**src/rtl/psa_pkg.sv**
```systemverilog
// psa_pkg: shared ASCII constants, reporter FSM states and hex encoding
package psa_pkg;
  localparam logic [7:0] ASCII_CR = 8'h0D;
  localparam logic [7:0] ASCII_LF = 8'h0A;
  localparam logic [7:0] ASCII_D  = 8'h44;
  typedef enum logic [2:0] {IDLE, POP, SEND_HI, SEND_LO, SEND_CR, SEND_LF, SEND_D} rep_state_t;
  function automatic logic [7:0] hex_ascii(input logic [3:0] nibble);
    return nibble < 4'd10 ? 8'h30 + {4'h0, nibble} : 8'h37 + {4'h0, nibble};
  endfunction
endpackage

```
**src/rtl/uart_tx.sv**
```systemverilog
// uart_tx: 8N1 serializer that can take the next byte in the last stop-bit cycle
module uart_tx #(
  parameter int CLKS_PER_BIT = 868
) (
  input  logic       CLK100MHZ,
  input  logic       reset,
  input  logic       start,
  input  logic [7:0] data,
  output logic       tx,
  output logic       busy,
  output logic       done
);
  localparam int CW = $clog2(CLKS_PER_BIT + 1);
  localparam logic [CW-1:0] LAST = CW'(CLKS_PER_BIT - 1);
  logic [CW-1:0] cnt;
  logic [3:0] bits;
  logic [8:0] sh;
  assign done = busy && cnt == LAST && bits == 4'd9;
  // shift out start, data LSB first and stop; chain the next byte without a gap
  always_ff @(posedge CLK100MHZ) begin
    if (reset) begin
      tx <= 1'b1;
      busy <= 1'b0;
      cnt <= '0;
      bits <= '0;
      sh <= '1;
    end else if (start && (!busy || done)) begin
      tx <= 1'b0;
      busy <= 1'b1;
      cnt <= '0;
      bits <= '0;
      sh <= {1'b1, data};
    end else if (busy) begin
      cnt <= cnt == LAST ? '0 : cnt + CW'(1);
      if (cnt == LAST) begin
        tx <= sh[0];
        sh <= {1'b1, sh[8:1]};
        bits <= bits + 4'd1;
        busy <= bits != 4'd9;
      end
    end
  end
endmodule

```
**src/rtl/match_reporter.sv**
```systemverilog
// match_reporter: buffers match addresses and reports them as hex text over UART
module match_reporter #(
  parameter int CLK_HZ     = 100_000_000,
  parameter int BAUD       = 115200,
  parameter int ADDR_W     = 8,
  parameter int FIFO_DEPTH = 16
) (
  input  logic              CLK100MHZ,
  input  logic              reset,
  input  logic              match_valid,
  input  logic [ADDR_W-1:0] match_addr,
  output logic              match_ready,
  input  logic              search_done,
  output logic              tx,
  output logic              busy,
  output logic              overflow,
  output logic [7:0]        match_count
);
  import psa_pkg::*;
  localparam int AW = $clog2(FIFO_DEPTH);
  localparam int PW = AW + 1;
  logic [ADDR_W-1:0] mem [FIFO_DEPTH];
  logic [ADDR_W-1:0] cur;
  logic [AW:0] wr, rd, occ_n;
  logic [7:0] ch;
  logic empty, wr_en, pop, start, u_done, u_busy, d_frame, done_pending;
  rep_state_t state, nxt;
  assign empty = wr == rd;
  assign wr_en = match_valid && match_ready;
  assign occ_n = wr - rd + PW'(wr_en) - PW'(pop);
  assign busy = state != IDLE || !empty || done_pending || u_busy;
  // FIFO storage, registered ready flag and match statistics
  always_ff @(posedge CLK100MHZ) begin
    if (wr_en) mem[wr[AW-1:0]] <= match_addr;
    if (reset) begin
      wr <= '0;
      rd <= '0;
      match_ready <= 1'b1;
      overflow <= 1'b0;
      match_count <= '0;
    end else begin
      wr <= wr + PW'(wr_en);
      rd <= rd + PW'(pop);
      match_ready <= occ_n != PW'(FIFO_DEPTH);
      overflow <= overflow | (match_valid & ~match_ready);
      match_count <= match_count + 8'(wr_en && match_count != 8'hFF);
    end
  end
  // state register, latched FIFO head and completion-frame bookkeeping
  always_ff @(posedge CLK100MHZ) begin
    if (reset) begin
      state <= IDLE;
      cur <= '0;
      d_frame <= 1'b0;
      done_pending <= 1'b0;
    end else begin
      state <= nxt;
      if (pop) cur <= mem[rd[AW-1:0]];
      d_frame <= nxt == SEND_D || (d_frame && nxt != IDLE);
      done_pending <= search_done || (done_pending && !(d_frame && state == SEND_LF && u_done));
    end
  end
  // next state and character issue; each send state launches its successor's character
  always_comb begin
    nxt = state;
    start = 1'b0;
    ch = ASCII_CR;
    pop = 1'b0;
    case (state)
      IDLE: begin
        pop = !empty;
        start = empty && done_pending;
        ch = ASCII_D;
        nxt = !empty ? POP : done_pending ? SEND_D : IDLE;
      end
      POP: begin
        nxt = SEND_HI;
        start = 1'b1;
        ch = hex_ascii(cur[7:4]);
      end
      SEND_HI: begin
        nxt = u_done ? SEND_LO : SEND_HI;
        start = u_done;
        ch = hex_ascii(cur[3:0]);
      end
      SEND_LO, SEND_D: begin
        nxt = u_done ? SEND_CR : state;
        start = u_done;
      end
      SEND_CR: begin
        nxt = u_done ? SEND_LF : SEND_CR;
        start = u_done;
        ch = ASCII_LF;
      end
      SEND_LF: nxt = u_done ? IDLE : SEND_LF;
      default: nxt = IDLE;
    endcase
  end
  uart_tx #(.CLKS_PER_BIT(CLK_HZ / BAUD)) u_tx (
    .CLK100MHZ(CLK100MHZ),
    .reset(reset),
    .start(start),
    .data(ch),
    .tx(tx),
    .busy(u_busy),
    .done(u_done)
  );
endmodule

```
**config.mk**
```make
export PLATFORM = sky130hd
export DESIGN_NAME = match_reporter
export DESIGN_NICKNAME = d
export VERILOG_FILES = /design/src/rtl/psa_pkg.sv /design/src/rtl/uart_tx.sv /design/src/rtl/match_reporter.sv
export SDC_FILE = /design/constraint.sdc
export NUM_CORES = 1
export LEC_CHECK = 0
export CAP_MARGIN = 20
export CORE_ASPECT_RATIO = 1.5
export CORE_MARGIN = 2
export CORE_UTILIZATION = 40
export DETAILED_ROUTE_END_ITERATION = 8
export GPL_ROUTABILITY_DRIVEN = 0
export PLACE_DENSITY_LB_ADDON = 0.1
export SKIP_LAST_GASP = 1
export SLEW_MARGIN = 0
export SYNTH_ARGS = -nofsm -noshare
export SYNTH_HDL_FRONTEND = slang
export SYNTH_SLANG_ARGS = --single-unit
```
**constraint.sdc**
```tcl
create_clock -name CLK100MHZ -period 3.9 [get_ports CLK100MHZ]
set_input_delay 0.39 -clock CLK100MHZ [delete_from_list [all_inputs] [get_ports CLK100MHZ]]
set_output_delay 0.39 -clock CLK100MHZ [all_outputs]
set_load 0.005 [all_outputs]
```
; After elaboration in Yosys (flattened, before gate mapping)
; Memories as Yosys holds them, arrays and structs flattened. A register that Yosys moved wholly into a read port is not among the register bits.
; Index checks and enable logic that the tools add are counted.
; Widths: inputs -> output; s select.
[classes]
addsub = 12
n_lt_le_gt_ge = 2
n_eq_ne = 13
muxes = 24
bitwise_logic = 3
n_reduce_logical = 29
[ops]
columns = operator, count
row1 = $add 6x4->7 const A, 4
row2 = $pmux 7 s4, 1
row3 = $mux 8, 3
row4 = $pmux 3 s6, 1
row5 = $add 5x1->5, 3
row6 = $mux 7, 2
row7 = $eq 3x3->1 const B, 4
row8 = $mux 3, 4
row9 = $mux 1, 11
row10 = $add 10x1->10 const B, 1
row11 = $eq 10x10->1 const B, 1
row12 = $logic_and 1x1->1, 10
row13 = $mux 10, 1
row14 = $add 8x1->8, 1
row15 = $lt 4x4->1 const B, 2
row16 = $ne 8x8->1 const B, 1
row17 = $eq 3x2->1 const B, 2
row18 = $logic_or 1x1->1, 6
row19 = $reduce_bool 3->1, 2
row20 = $eq 5x5->1, 1
row21 = $ne 5x5->1 const B, 1
row22 = $sub 5x1->5, 1
row23 = $sub 5x5->5, 1
row24 = $add 4x1->4 const B, 1
row25 = 13 further kinds, 18
[word_totals]
reg_bits = 49
ram_bits = 128
inputBits = 12
elab_cells = 97
memories = 1
[memory_table]
columns = name, depth, width, rd, rd_ports_with_merged_regs, wr, line
row1 = mem, 16, 8, 1, 1, 1, match_reporter.sv:22  ; logic [ADDR_W-1:0] mem [FIFO_DEPTH];

; Logic depth before layout (Yosys ltp)
; Gate-level depths: netlist (run 1).
[depth]
ltp_word = 8
depth_mapped = 13

; By module
; From an unflattened synthesis (run 1), not the netlist that was laid out.
[unflattened]
hier_cells = 565
hier_area_um2 = 7955.1
[by_module_without_submodules]
columns = module, instances, cells_each, area_each_um2, seq_area_each_um2
row1 = match_reporter, 1, 446, 6840.3, 4504.3
row2 = uart_tx, 1, 119, 1114.8, 480.5

; Worst setup path after synthesis (run 1)
; Ideal clock, no wire load.
[synth_path]
path_type = register to register
from = reg wr[2]
to = reg match_ready
setup_ns = 0.131
arrival_time_ns = 3.742
required_time_ns = 3.769
path_slack_ns = 0.027
path_stages_with_launch = 13
n_path_buf = 2
path_cell_list = dfxtp_1 clkbuf_1 inv_1 ha_1 nand2_1 o41ai_2 clkbuf_1 fa_1 fa_1 ha_1 fa_1 nor4_1 nand3_1
[synth_via]
elab_chain_len = 5
word_cells_on_any_way = 7
cone_classes = 3 x add/sub / 2 x eq/ne / 1 x mux / 1 x reduce/logical
[synth_rtl]
columns = item, line
row1 = start: declaration, match_reporter.sv:24  ; logic [AW:0] wr, rd, occ_n;
row2 = start signal: assignment, match_reporter.sv:42  ; wr <= wr + PW'(wr_en);
row3 = branches (longest 3 deep; another with $sub 5x5->5), n/a
row4 = $sub 5x1->5 (*), match_reporter.sv:30  ; assign occ_n = wr - rd + PW'(wr_en) - PW'(pop);
row5 = $ne 5x5->1 (*), match_reporter.sv:44  ; match_ready <= occ_n != PW'(FIFO_DEPTH);
row6 = end signal: assignment, match_reporter.sv:44
row7 = end: declaration, match_reporter.sv:12  ; output logic match_ready,
; Mark *: on every way between the ends.
; A chain may end at the register's enable or synchronous reset.

; Worst setup path in the final report (run 1)
; Same ends and word-level chain as after synthesis.

==> summary.md, run 1 <==
| Metric | Value |
|---|---|
| H-tree lvl count | 4 |
| Reg2Reg Depth | 10 |
| Setup CP Type | register to register |
| Async S/R FF share, synth | 0% |
| Worst-path fanout max | 10 |
| Mapped Cells | 570 |
| TritonCTS clock tree | done |
| DR WL/cell | 19.7 um |
| Syn Nets | 604 |
| Vias per cell | 5.30 |
| CTS root buf | clkbuf_16 |
| Distinct cell type count after synthesis | 56 |
| Yosys Warn Count | 0 |
| Worst Path Required | 4.21 ns |
| Pin count of the biggest net entering global routing | 36 |
| Vias in the first global route | 4,672 |
| Slew HR | 31.9% |
| FF-to-FF Start | wr[2] |
| Max cap viols | 0 |
| CTS clk-pin slew, worst paths | 0.07 ns |
| Number of synthesized flops with an enable pin | 128 |
| Core area | 19,600 um2 |
| Number of diodes | 0 |
| Outcome | completed |
| Reg2reg end | match_ready |
| Hold-fix buffers, CTS | 0 |
| Maximum buffer depth of the clock tree | 2 |
| P per Cell Area | 626 nW/um2 |
| CTS buffer count | 17 |
| Final worst-path cycle share | 88.7% |
| DRC viols | 0 |
| Clk sinks | 185 |
| Overflow after GRT | 0 |
| Initial Util | 40.4% |
| Yosys top cell area share | 48.4% |
| Die area | 21,000 um2 |
| Worst Skew | 0.00602 ns |
| Total GRT Usage | 17.3% |
| Hold endpoint | overflow |
| Top post-synthesis cells by area | edfxtp_1 (48%), dfxtp_1 (14%), mux4_2 (9.1%) |
| Share of cells above drive strength 1 | 14.9% |
| Clk_lat worst skew | 0.44 ns |
| Worst hold margin | 0.470 ns |
| Max Fclk | 289 MHz |
| Maximum vdd drop | 0.317 mV |
| RSZ-0062 raised after global routing | no |
| Post-CTS resize count | 0 |
| CP arrival | 3.77 ns |
| Worst Hold Depth | 2 |
| HP Class | register to register |
| Vias | 4,620 |
| I/O pin cnt | 24 |
| Antenna violations before repair | 0 |
| Postcts setup bufs | 0 |
| First-pass GRT wire length | 26.9 mm |
| Cell taking the most area after synthesis | edfxtp_1 |
| Setup crit start kind | register |
| R2R setup slack | 0.44 ns |
| Measured slew at the worst slew-check pin | 1.02 ns |
| Total power | 5700 uW |
| Most frequent cells after synthesis | edfxtp_1 (128), nor2_1 (63), dfxtp_1 (57) |
| Die width | 119 um |
| Synth-to-Final Area Change | 14.6% |
| Final Hold Fails | 0 |
| Most common flop cell mapped by yosys | edfxtp_1 |
| Syn avg cell area | 13.9 um2 |
| Final net count | 632 |
| # rows | 63 |
| Initial drt markers | 287 |
| Syn Std Cell Area | 7940 um2 |
| Seq/Total Area, Yosys | 62.8% |
| Minimum clock period | 3.46 ns |
| # setup viols final | 0 |
| DP HPWL | 11.3 mm |
| Most numerous cell in the Yosys netlist | edfxtp_1 |
| Setup TNS | 0 ns |
| ANT nets after route | 0 |
| First drt pass iteration count | 4 |
| I/O Buffers | 23 |
| Leak pwr | 0.00302 uW |
| Drt total wl | 17.1 mm |
| Flops & latches, synth | 185 |
| Worst setup EP type | register |
| Die Height | 177 um |
| Slew Limit Fails | 0 |
| Critical hold path startpoint | overflow |
[critical path, stage by stage, from the launching register on]
cell and delay (ns):
dfxtp_1 0.50, inv_1 0.11, ha_1 0.41, nand2_1 0.14
o41ai_4 0.42, fa_1 0.27, fa_1 0.45, ha_1 0.25
fa_1 0.44, nor4_1 0.24, nand3_1 0.10
[power breakdown]
part	switching (uW)	internal [uW]	total (uW)
logic	786	650	1440
clock network	752	1080	1830
registers	169	2270	2430
total	1710	3990	5700
[cells by family after synthesis]
| group | after synthesis | synth area share (%) |
|---|---|---|
| DFF | 185 | 62.8 |
| and+or+nand+nor | 154 | 9.43 |
| AOI/OAI and AO/OA | 84 | 6.91 |
| buffers and inverters | 47 | 2.59 |
| muxes | 47 | 11.1 |
| xor gates and xnor gates | 31 | 3.42 |
| adders and majority gates | 22 | 3.75 |
[cell usage in the layout, fill, tap and decap left out, types with 19 or more instances in the layout]
master	n
a21oi_1	33
clkdlybuf4s50_1	22
dfxtp_1	56
edfxtp_1	128
ha_1	19
inv_1	19
mux4_2	32
nand2_1	24
nor2_1	63
[layer usage]
| metal | global-route usage (%) | part of all wire [%] |
|---|---|---|
| met1 | 19.4 | 39 |
| met2 | 31.5 | 55 |
| met3 | 3.55 | 3.4 |
| met4 | 7.94 | 3.0 |
| met5 | 0 | 0 |
[how the worst max path moves through the flow]
stage | startpoint | to | cells past startpoint
4_1_cts | wr[2] | match_ready | 10
3_5_place_dp | wr[2] | match_ready | 10
2_1_floorplan | wr[2] | match_ready | 12
6_report | wr[2] | match_ready | 10
3_3_place_gp | wr[2] | match_ready | 10
5_1_grt | wr[2] | match_ready | 10
[state kept, by name, indices dropped and copies added (netlist names)]
signal / cells
u_tx.bits: 4
mem: 128
state: 3
match_ready: 1
u_tx.tx: 1
cur: 8
overflow: 1
match_count: 8
done_pending: 1
u_tx.sh: 8
u_tx.busy: 1
u_tx.cnt: 10
d_frame: 1
wr: 5
rd: 5
[stage by stage]
stage	cells	utilization [%]	area (um2)	setup WS, ns
6_report	871	46.3	9090	0.440
5_1_grt	871	46.3	9090	0.150
4_1_cts	871	46.3	9090	0.417
3_5_place_dp	839	43.2	8470	0.435
3_3_place_gp	839	43.2	8470	0.579
2_1_floorplan	570	-	7940	0.0274
[final cells by class]
class / count / area (um2)
repair buffers: 37 / 330
inverters: 19 / 71.3
well taps: 260 / 325
clock inverters: 15 / 199
clock buffers: 17 / 425
fillers: 1732 / 10500
multi-input cells: 338 / 2760
flip-flops and latches: 185 / 4990
Note: power is estimated with default switching activity, not from simulation.
==> inputs of run 2 (changes only) <==
- ABC_AREA: default -> 1
- PLACE_DENSITY: default -> 0.67
- PLACE_DENSITY_LB_ADDON: 0.1 -> default
==> summary.md, run 2 <==
| Metric | Value |
|---|---|
| Pin count of the biggest net entering global routing | 66 (+83%) |
| Total GRT Usage | 17.5% (+0.20 points) |
| FF-to-FF Start | wr[2] |
| Pre-CTS setup slack | 0.557 ns (+0.122 ns) |
| Drt total wl | 17.9 mm (+4.4%) |
| First-pass GRT wire length | 28.9 mm (+7.3%) |
| Vias per cell | 5.27 (-0.61%) |
| Outcome | completed |
| Seq/Total Area, Yosys | 61.5% (-1.3 points) |
| CTS clk-pin slew, worst paths | 0.07 ns (about the same) |
| Setup TNS | 0 ns (unchanged) |
| Critical hold path startpoint | overflow |
| First drt pass iteration count | 5 (+1) |
| Measured slew at the worst slew-check pin | 0.856 ns (-0.161 ns) |
| Number of synthesized flops with an enable pin | 128 (unchanged) |
| Die width | 120 um (+1.0%) |
| Hold endpoint | overflow |
| Worst-path fanout max | 6 (-4) |
| Async S/R FF share, synth | 0% (unchanged) |
| Fill cell count | 1,849 (+6.8%) |
| CP peak stage delay | 0.44 ns (-0.06 ns) |
| Reg2Reg Depth | 15 (+5) |
| Reg2reg end | match_ready |
| Worst hold margin | 0.472 ns (+0.00113 ns) |
| Slew Limit Fails | 0 (unchanged) |
| Die Height | 178 um (+1.1%) |
| Postcts setup bufs | 0 (unchanged) |
| H-tree lvl count | 4 (unchanged) |
| Most frequent cells after synthesis | nor2_1 (137), edfxtp_1 (128), nand2_1 (92) |
| P_sw | 1960 uW (+15%) |
| Cell taking the most area after synthesis | edfxtp_1 |
| Synth-to-Final Area Change | 12.5% |
| Most numerous cell in the Yosys netlist | nor2_1 |
| R2R setup slack | 0.52 ns (+0.08 ns) |
| Setup crit start kind | register |
| Initial drt markers | 590 (+110%) |
| Int Pwr | 3660 uW (-8.4%) |
| Yosys top cell area share | 47.4% (-1.0 points) |
| Max Fclk | 296 MHz (+2.4%) |
| Met3 Use GR | 3.68% (+0.12 points) |
| Mapped Cells | 798 (+40%) |
| Most common flop cell mapped by yosys | edfxtp_1 |
| Leak pwr | 0.00324 uW (+7.0%) |
| Top post-synthesis cells by area | edfxtp_1 (47%), dfxtp_1 (14%), nor2_1 (6.3%) |
| Maximum buffer depth of the clock tree | 2 (unchanged) |
| HP Class | register to register |
| Crit-path leading delay family | adder cells |
| Antenna violations before repair | 0 (unchanged) |
| Post-CTS resize count | 0 (unchanged) |
| CP dominant cell by count | nand2_1 |
| # setup viols final | 0 (unchanged) |
| Vias | 5,725 (+24%) |
| CP arrival | 3.67 ns (-0.10 ns) |
| Worst Skew | 0.0113 ns (+0.00531 ns) |
| DR WL/cell | 16.5 um (-16%) |
| TritonCTS clock tree | done |
| Yosys Warn Count | 0 (unchanged) |
| Overflow after GRT | 0 (unchanged) |
| Most frequent cells in the layout | nor2_1 (137), edfxtp_1 (128), nand2_1 (92), o21ai_0 (87), inv_1 (61) |
| Worst setup EP type | register |
| Comb power frac | 27.5% (+2.3 points) |
| Max FFs per register | 128 (unchanged) |
| Worst Path Required | 4.19 ns (-0.02 ns) |
| Flops & latches, synth | 185 (unchanged) |
| Share of cells above drive strength 1 | 6.54% (-8.4 points) |
| I/O Buffers | 23 (unchanged) |
| Sw Ratio | 34.9% (+4.9 points) |
| Clk_lat worst skew | 0.43 ns (about the same) |
| Met2 Use GR | 31.3% (-0.22 points) |
| Hold-fix buffers, CTS | 0 (unchanged) |
| Syn Nets | 832 (+38%) |
| P per Cell Area | 615 nW/um2 (-1.8%) |
| Syn avg cell area | 10.2 um2 (-27%) |
| GR met1 Demand/Resource | 19.7% (+0.33 points) |
| Core area | 19,900 um2 (+1.2%) |
| Maximum vdd drop | 0.332 mV (+4.7%) |
| Register share of total power | 42.7% (about the same) |
| Clk pwr share | 29.8% (-2.3 points) |
| Slew HR | 42.7% (+11 points) |
| CTS buffer count | 17 (unchanged) |
| Critical-path top delay cell | fa_1 |
| CP bufs+invs | 2 (+1) |
| Worst Hold Depth | 2 (unchanged) |
| Vias in the first global route | 5,666 (+21%) |
| RSZ-0062 raised after global routing | no |
| Final worst-path cycle share | 86.6% (-2.1 points) |
| Clk sinks | 185 (unchanged) |
| Layer with the highest usage | met2 |
| DRC viols | 0 (unchanged) |
| Final Hold Fails | 0 (unchanged) |
| Setup CP Type | register to register |
| I/O pin cnt | 24 (unchanged) |
| Number of diodes | 0 (unchanged) |
| Min setup slack post-route | 0.521 ns (+0.0814 ns) |
| ANT nets after route | 0 (unchanged) |
| Commonest non-fill, non-tap cell in the layout | nor2_1 |
| Syn Std Cell Area | 8110 um2 (+2.2%) |
| Minimum clock period | 3.38 ns (-0.0814 ns) |
| # rows | 63 (unchanged) |
| DP HPWL | 11.8 mm (+4.3%) |
| Max cap viols | 0 (unchanged) |
| Initial Util | 40.8% (+0.39 points) |
| CTS root buf | clkbuf_16 |
| Distinct cell type count after synthesis | 41 (-27%) |
| Cells along the critical path | inv_1 > ha_1 > nand2_1 > nor2_1 > nand2_1 > inv_1 > nand2_1 > nand2_1 > fa_1 > fa_1 > ha_1 > fa_1 > xor2_1 > nor4_1 > nand3_1 |
| Final net count | 847 (+34%) |
| Die area | 21,400 um2 (+2.1%) |
## run 2: worst min-delay path: cells and delay by family, from the launching register on
family,cells,cell delay (ns)
simple gates,1,0.07
compound gates,1,0.04
flops,1,0.33
## run 2: final cells by class
| type | count | area (um2) | area share, % |
|---|---|---|---|
| repair buffers | 30 | 283 | 3.10 |
| inverters | 63 | 236 | 2.59 |
| well taps | 260 | 325 | 3.57 |
| flip-flops and latches | 185 | 4990 | 54.7 |
| multi-input cells | 516 | 2710 | 29.7 |
| clock inverters | 15 | 151 | 1.66 |
| clock buffers | 17 | 425 | 4.66 |
## run 2: power by group through the flow
stage / combinational (uW) / sequential, uW / clock (uW)
4_1_cts: 1550 / 2400 / 1710
3_3_place_gp: 1510 / 2440 / 0
2_1_floorplan: 1180 / 2400 / 0
3_5_place_dp: 1530 / 2440 / 0
6_report: 1540 / 2400 / 1670
5_1_grt: 1760 / 2420 / 1790
## run 2: cells by family (layout without fill, tap and decap cells)
logic type               after synthesis  in the layout  synth area share [%]
buffers and inverters                 97            125                  5.06
AND/OR/NAND/NOR                      307            307                  16.2
XOR/XNOR                              13             13                  1.40
flip-flops                           185            185                  61.5
AO/OA/AOI/OAI                        174            174                  12.2
adder cells (fa/ha/maj)               22             22                  3.67
## run 2: worst max-delay path by stage
| stage | startpoint | to | slack [ns] | depth (start not counted) |
|---|---|---|---|---|
| final | wr[2] | match_ready | 0.52 | 15 |
| after global routing | wr[2] | match_ready | 0.29 | 15 |
| after CTS | wr[2] | match_ready | 0.53 | 15 |
| after detailed placement | wr[2] | match_ready | 0.56 | 15 |
| after global placement | wr[2] | match_ready | 0.61 | 15 |
| after floorplan | wr[2] | match_ready | 0.64 | 16 |
## run 2: stage by stage
stage	cell area, um2	utilization [%]	total power [uW]	instances
3_5_place_dp	8540	43.0	3970	1054
5_1_grt	9120	45.9	5970	1086
6_report	9120	45.9	5610	1086
4_1_cts	9120	45.9	5650	1086
2_1_floorplan	8110	-	3580	798
3_3_place_gp	8540	43.0	3940	1054
## run 2: per-layer routing
layer,routed length (um),part of all wire [%]
met1,7400,41
met3,649,3.6
met5,0,0
met4,710,4.0
met2,9120,51
==> inputs of run 3 (changes only) <==
- GPL_ROUTABILITY_DRIVEN: 0 -> default
==> results of run 3 <==
Final layout, timing and power as in run 2 (identical DEF).
